[src/rtl/ca_scroll_renderer.sv]
// Elementary cellular-automaton renderer: one CA generation per cell row, optional per-frame scroll.
// Latency: 1 clk from beam position to cell_out_o/color_out_o.
// Backpressure: none, follows the free-running pixel stream.
module ca_scroll_renderer #(
    parameter int GRID_W   = 160,
    parameter int LOG_CELL = 2,
    parameter int H_ACTIVE = 640,
    parameter int V_ACTIVE = 480,
    parameter int COLOR_W  = 6
) (
    input  logic               clk,
    input  logic               rst_n,
    input  logic [9:0]         pix_x_i,
    input  logic [9:0]         pix_y_i,
    input  logic               video_active_i,
    input  logic [7:0]         rule_i,
    input  logic               rule_load_i,
    input  logic               wrap_en_i,
    input  logic [1:0]         seed_sel_i,
    input  logic               reseed_i,
    input  logic               scroll_en_i,
    input  logic [COLOR_W-1:0] fg_color_i,
    output logic               cell_out_o,
    output logic [COLOR_W-1:0] color_out_o
);

    localparam int         PAD      = (H_ACTIVE - (GRID_W << LOG_CELL)) / 2;
    localparam logic [9:0] PAD_X    = 10'(PAD);
    localparam logic [9:0] GRID_N   = 10'(GRID_W);
    localparam logic [9:0] LAST_IDX = 10'(GRID_W - 1);
    localparam logic [9:0] V_END    = 10'(V_ACTIVE);
    localparam logic [9:0] SCROLL_Y = 10'(1 << LOG_CELL);

    logic [GRID_W-1:0]  cur_row_q, cur_row_d, top_row_q, top_row_d, next_row_q, next_row_d;
    logic               hold_q, hold_d, prev_c_q, prev_c_d, cell0_q, cell0_d;
    logic [7:0]         rule_q, rule_d, rule_nxt_q, rule_nxt_d;
    logic               rule_pend_q, rule_pend_d, reseed_pend_q, reseed_pend_d;
    logic [15:0]        lfsr_q, lfsr_d, lfsr_w;
    logic [GRID_W-1:0]  seed_row;
    logic               cell_q, cell_d;
    logic [COLOR_W-1:0] color_q, color_d;

    logic [9:0] rel_x, idx;
    logic       in_grid, cell_en, frame_edge, line0, compute;
    logic       nb_l, nb_r, new_cell;

    // Pixels left of the grid wrap rel_x to a large value, so one compare covers both sides.
    assign rel_x      = pix_x_i - PAD_X;
    assign idx        = rel_x >> LOG_CELL;
    assign in_grid    = video_active_i && (idx < GRID_N) && (pix_y_i < V_END);
    assign cell_en    = in_grid && (rel_x[LOG_CELL-1:0] == '0);
    assign frame_edge = (pix_x_i == '0) && (pix_y_i == V_END);
    assign line0      = (pix_y_i == '0);
    assign compute    = (pix_y_i[LOG_CELL-1:0] == '0) && !line0;

    // cur_row_q[0] is this cell of the previous row; cell 0 is overwritten by the time the last cell needs it.
    assign nb_l = (idx == '0)      ? (wrap_en_i & cur_row_q[GRID_W-1]) : prev_c_q;
    assign nb_r = (idx == LAST_IDX) ? (wrap_en_i & cell0_q)            : cur_row_q[1];

    always_comb begin
        new_cell = cur_row_q[0];
        if (line0)
            new_cell = top_row_q[0];
        else if (compute)
            new_cell = rule_q[{nb_l, cur_row_q[0], nb_r}];
    end

    always_comb begin
        seed_row = '0;
        lfsr_w   = lfsr_q;
        case (seed_sel_i)
            2'b00: seed_row[GRID_W/2] = 1'b1;
            2'b01: seed_row[0] = 1'b1;
            2'b10: begin
                for (int i = 0; i < GRID_W; i++) begin
                    seed_row[i] = lfsr_w[0];
                    lfsr_w = {lfsr_w[0] ^ lfsr_w[2] ^ lfsr_w[3] ^ lfsr_w[5], lfsr_w[15:1]};
                end
            end
            default: seed_row = '0;
        endcase
    end

    always_comb begin
        cur_row_d     = cur_row_q;
        top_row_d     = top_row_q;
        next_row_d    = next_row_q;
        hold_d        = hold_q;
        prev_c_d      = prev_c_q;
        cell0_d       = cell0_q;
        rule_d        = rule_q;
        rule_nxt_d    = rule_nxt_q;
        rule_pend_d   = rule_pend_q;
        reseed_pend_d = reseed_pend_q;
        lfsr_d        = lfsr_q;
        if (cell_en) begin
            cur_row_d = {new_cell, cur_row_q[GRID_W-1:1]};
            hold_d    = new_cell;
            prev_c_d  = cur_row_q[0];
            if (idx == '0)
                cell0_d = cur_row_q[0];
            if (line0)
                top_row_d = {top_row_q[0], top_row_q[GRID_W-1:1]};
            if (pix_y_i == SCROLL_Y)
                next_row_d = {new_cell, next_row_q[GRID_W-1:1]};
        end
        if (frame_edge) begin
            if (rule_pend_q) begin
                rule_d      = rule_nxt_q;
                rule_pend_d = 1'b0;
            end
            if (reseed_pend_q) begin
                top_row_d     = seed_row;
                reseed_pend_d = 1'b0;
                if (seed_sel_i == 2'b10)
                    lfsr_d = lfsr_w;
            end else if (scroll_en_i) begin
                top_row_d = next_row_q;
            end
        end
        // Requests arriving on the boundary cycle stay pending for the following frame.
        if (rule_load_i) begin
            rule_nxt_d  = rule_i;
            rule_pend_d = 1'b1;
        end
        if (reseed_i)
            reseed_pend_d = 1'b1;
        cell_d  = in_grid && (cell_en ? new_cell : hold_q);
        color_d = cell_d ? fg_color_i : '0;
    end

    always_ff @(posedge clk) begin
        if (!rst_n) begin
            cur_row_q     <= '0;
            top_row_q     <= '0;
            next_row_q    <= '0;
            hold_q        <= 1'b0;
            prev_c_q      <= 1'b0;
            cell0_q       <= 1'b0;
            rule_q        <= 8'd30;
            rule_nxt_q    <= 8'd30;
            rule_pend_q   <= 1'b0;
            reseed_pend_q <= 1'b1;
            lfsr_q        <= 16'hACE1;
            cell_q        <= 1'b0;
            color_q       <= '0;
        end else begin
            cur_row_q     <= cur_row_d;
            top_row_q     <= top_row_d;
            next_row_q    <= next_row_d;
            hold_q        <= hold_d;
            prev_c_q      <= prev_c_d;
            cell0_q       <= cell0_d;
            rule_q        <= rule_d;
            rule_nxt_q    <= rule_nxt_d;
            rule_pend_q   <= rule_pend_d;
            reseed_pend_q <= reseed_pend_d;
            lfsr_q        <= lfsr_d;
            cell_q        <= cell_d;
            color_q       <= color_d;
        end
    end

    assign cell_out_o  = cell_q;
    assign color_out_o = color_q;

endmodule

[config.mk]
export PLATFORM = sky130hd
export DESIGN_NAME = ca_scroll_renderer
export DESIGN_NICKNAME = d
export VERILOG_FILES = /design/src/rtl/ca_scroll_renderer.sv
export SDC_FILE = /design/constraint.sdc
export NUM_CORES = 1
export LEC_CHECK = 0
export CORE_MARGIN = 3
export CORE_UTILIZATION = 46
export DETAILED_ROUTE_END_ITERATION = 7
export PLACE_DENSITY = 0.73
export SLEW_MARGIN = 40
export SYNTH_ARGS = -nofsm -noshare
export SYNTH_HDL_FRONTEND = slang
export SYNTH_SLANG_ARGS = --single-unit
[constraint.sdc]
create_clock -name clk -period 5.39 [get_ports clk]
set_input_delay 1.078 -clock clk [delete_from_list [all_inputs] [get_ports clk]]
set_output_delay 1.078 -clock clk [all_outputs]
set_load 0.02 [all_outputs]
==> impl_table.tex <==
\begin{tabular}{lr}
\hline
Metric & Value \\
\hline
\multicolumn{2}{l}{\textbf{Status}} \\
Status & complete, but fails checks \\
Failing checks & setup timing \\
\multicolumn{2}{l}{\textbf{Logic synthesis}} \\
Share of Yosys cell area claimed by the top area cell type & 37.1\% \\
Top cells by count, synth & nand2\_1 (755), a21oi\_1 (540), dfxtp\_1 (524), nor2\_1 (282), clkbuf\_1 (219) \\
Post-synthesis share of cell area spent on xor and xnor gates & 23.5\% \\
Post-synthesis cell area & between 20000 and 30000 µm² \\
Mapped Nets & 3316 \\
Synthesized-area fraction occupied by adder cells & 0.133\% \\
Count of warnings emitted by yosys & 0 \\
Synth Flop Type & dfxtp\_1 \\
Gate Count Post-Synth & 3270 \\
Synthesized flop and latch total & 524 \\
Post-synth top area cell & dfxtp\_1 \\
Multiplexer fraction of the synthesized cell area & 6.17\% \\
Most used standard cell by instance count after synthesis & nand2\_1 \\
Number of flops mapped to enable cells by yosys & 0 \\
Sequential area share after synthesis & 37.1\% \\
Mapped Avg Cell Area & a little under 9 µm² \\
Compound-cell area share of the yosys netlist & between 10\% and 20\% \\
Post-synthesis simple-gate area fraction & approximately 15\% \\
Largest family of logic cells by synthesized area & XOR/XNOR gates \\
Largest cells by area after synthesis & dfxtp\_1 (37\%), nand2\_1 (10\%), a21oi\_1 (9.6\%), xnor3\_1 (6.5\%), xnor2\_1 (5.8\%) \\
Fraction of synthesis flops using an asynchronous set or reset pin & 0\% \\
Library cells used by synthesis & 50 \\
\multicolumn{2}{l}{\textbf{Timing}} \\
Highest attainable clock frequency & 162 MHz \\
RSZ-0062 raised after global routing & yes \\
Endpoints failing hold & 0 \\
Setup Skew & between 0.02 and 0.03 ns \\
Post-Route Hold Slack & 0.443 ns \\
\# setup viols final & 37 \\
Tcrit/Tclk final & 115\% \\
Least-Margin Pin Slew & about 0.94 ns \\
Post-route minimum period & roughly 6 ns \\
Worst Setup Slack, final & -0.789 ns \\
Final number of max-transition violations & 0 \\
Tightest slew margin relative to the limit & 37.0\% \\
\multicolumn{2}{l}{\textbf{Global route}} \\
First-pass GRT wire length & 126 mm \\
Initial antenna violation count & 2 \\
Total routing resource utilization after global routing & 24.6\% \\
Total overflow reported by the global router & 0 \\
Largest net degree at the start of global routing & 183 \\
Number of global-route vias before repair & $\sim$23000 \\
\multicolumn{2}{l}{\textbf{Floorplan}} \\
Die extent in y & 254 µm \\
Die footprint & between 60000 and 70000 µm² \\
Number of I/O pins & 50 \\
Core Box Area & 60600 µm² \\
Core Rows & 90 \\
Starting Density & 46.6\% \\
Floorplan die width & 254 µm \\
\multicolumn{2}{l}{\textbf{Clock network}} \\
Worst-case clock buffer depth & 3 \\
Clock tree from TritonCTS & built \\
Hold buffer count at CTS & 0 \\
Cell at the root of the clock tree & clkbuf\_16 \\
TritonCTS sink count & 524 \\
Worst-skew pair later-pin latency & 0.63 ns \\
Num CTS Buffers & 55 \\
H-tree depth & 2 \\
Clock Pin Slew Worst Setup and Hold Paths & $\sim$0.06 ns \\
\multicolumn{2}{l}{\textbf{Critical path}} \\
CP Launch Type & flop \\
Crit path max-delay family & XOR/XNOR gates \\
Cell at the slowest stage of the critical path & xnor3\_2 \\
Largest driver fanout on the critical path & 4 \\
Critical path capture point type & flop \\
Setup Crit Path Kind & reg2reg \\
Critical Path AT & 6.70 ns \\
Critical path's largest stage delay & 0.53 ns \\
Ordered list of cells on the worst path & xnor2\_4, xnor3\_2, xor3\_2, xnor3\_2, xnor3\_2, xor2\_4, xor3\_1, xnor3\_1, xnor3\_2, buf\_6, buf\_4, xnor2\_4, xnor2\_4, xnor2\_4, xnor2\_2, xnor3\_1, xnor2\_1, o211ai\_1 \\
Required time reported for the critical path endpoint & 5.91 ns \\
Buffer and inverter count on the worst path & 2 \\
\multicolumn{2}{l}{\textbf{Placed design}} \\
Port-buffer cells & 49 \\
HPWL after DPL & 52.4 mm \\
Last weighted congestion value of the routability-driven placer & 0.959 \\
\multicolumn{2}{l}{\textbf{Route}} \\
DRT antenna net count & 0 \\
Vias per Instance & 5.53 \\
Wirelength per Cell & 19.4 µm \\
Aggregate routed wire length & 86.5 mm \\
Starting DRT DRC Count & 2343 \\
Via count of the routed design & 24700 \\
Iteration count of the initial detailed-routing pass & 5 \\
Residual DRC count & 0 \\
\multicolumn{2}{l}{\textbf{Final layout}} \\
Final Net Count & between 3000 and 4000 \\
Utilization after layout & 60.7\% \\
Area occupied by registers & 10500 µm² \\
Layout overhead on the synthesized area & 30.2\% \\
Area of the multi-input gates & 18400 µm² \\
Share of cells above drive strength 1 & 23.7\% \\
Fillers & between 4000 and 5000 \\
\multicolumn{2}{l}{\textbf{Power and ir drop}} \\
Pwr/cell area & 218 nW/µm² \\
Leakage dissipation & 14.4 nW \\
Peak supply drop & 0.000282 V \\
\multicolumn{2}{l}{\textbf{Min path}} \\
HP Class & reg2reg \\
\multicolumn{2}{l}{\textbf{Job}} \\
Max-Cap Viols & 0 \\
\hline
\end{tabular}
[where the power goes]
part           total (W)  leakage, nW  internal, W  switching, W
logic           0.000190         9.24    0.0000557      0.000134
clock network    0.00395        0.928      0.00230       0.00166
registers        0.00388         4.22      0.00387    0.00000242
[worst reg2reg max path, stage by stage, from the launching register on]
cell and delay, ns:
dfxtp_4 0.40, xnor2_4 0.23, xnor3_2 0.43, xor3_2 0.45
xnor3_2 0.53, xnor3_2 0.52, xor2_4 0.27, xor3_1 0.49
xnor3_1 0.25, xnor3_2 0.49, buf_6 0.16, buf_4 0.15
xnor2_4 0.27, xnor2_4 0.20, xnor2_4 0.13, xnor2_2 0.28
xnor3_1 0.41, xnor2_1 0.15, o211ai_1 0.26
[sequential cells by signal (all words and copies together) (netlist names)]
name	cells
cell0_q	1
cell_out_o	1
color_out_o	6
cur_row_q	160
hold_q	1
lfsr_q	16
next_row_q	160
prev_c_q	1
reseed_pend_q	1
rule_nxt_q	8
rule_pend_q	1
rule_q	8
top_row_q	160
[cell usage in the layout (no fill, tap or decap), types with 8 or more instances in the layout]
master / Yosys / layout
clkbuf_8: 0 / 15
buf_4: 6 / 414
clkdlybuf4s50_1: 0 / 47
xor3_2: 6 / 18
xnor3_1: 81 / 47
xnor2_2: 33 / 53
a21oi_1: 540 / 535
xor2_4: 5 / 25
xor3_1: 22 / 10
nor2_1: 282 / 276
a31oi_1: 16 / 16
and2_1: 10 / 8
inv_1: 8 / 8
xor2_2: 12 / 25
o22ai_1: 42 / 42
clkbuf_16: 0 / 55
xnor2_4: 16 / 62
nand2_1: 755 / 754
xor2_1: 81 / 48
clkbuf_1: 219 / 13
a211oi_1: 51 / 51
xnor3_2: 20 / 54
dfxtp_1: 524 / 513
nand3_1: 37 / 37
o21ai_0: 48 / 44
buf_6: 2 / 57
buf_12: 0 / 35
mux2i_1: 163 / 163
xnor2_1: 188 / 122
mux2_2: 8 / 8
o211ai_1: 35 / 35
[cell type report]
class / instances / share of cell area (%)
inverter: 9 / 0.126
clock inverter: 18 / 0.765
multi-input combinational: 2492 / 50.0
tap: 782 / 2.66
sequential: 524 / 28.6
antenna: 1 / 0.00680
clock buffer: 83 / 4.44
timing repair buffer: 555 / 13.4
[routing by layer]
layer | part of all wire (%) | global-route usage, %
met5 | 0.015 | 0
met4 | 5.1 | 10.0
met3 | 7.2 | 4.62
met2 | 48 | 41.0
met1 | 40 | 31.6
[cell families after synthesis]
| group | Yosys count |
|---|---|
| buffers and inverters | 254 |
| AOI/OAI and AO/OA | 742 |
| and+or+nand+nor | 1111 |
| DFF | 524 |
| xor gates and xnor gates | 464 |
| adders and majority gates | 3 |
| muxes | 172 |
[what timing repair did]
action                                  4_1_cts  5_1_grt
setup buffers                                77       50
gates resized for setup                     106       82
pin swaps                                    56       67
endpoints found under the setup margin       27       32
[stage by stage]
step	area, µm²	setup slack, ns	setup TNS (ns)	std cells	total power (W)
after global placement	32700	-0.439	-5.71	4241	0.00415
after detailed placement	32700	-0.463	-7.59	4241	0.00415
after global routing	36800	-0.820	-16.59	4463	0.00825
after floorplan	29000	-0.232	-1.23	3270	0.00406
final	36800	-0.789	-13.93	4464	0.00802
after CTS	35900	-0.275	-3.03	4416	0.00807
[worst paths after layout]
path | start | endpoint | cells after the start | slack [ns]
worst min register to register | cur_row_q[37]$_SDFFE_PN0P_ | cur_row_q[36]$_SDFFE_PN0P_ | 2 | 0.44
worst min-delay path | cur_row_q[37]$_SDFFE_PN0P_ | cur_row_q[36]$_SDFFE_PN0P_ | 2 | 0.44
worst max register to register | lfsr_q[3]$_SDFFE_PN0P_ | lfsr_q[13]$_SDFFE_PN1P_ | 18 | -0.79
worst max-delay path | lfsr_q[3]$_SDFFE_PN0P_ | lfsr_q[13]$_SDFFE_PN1P_ | 18 | -0.79
Power figures use the tool's default switching activity.
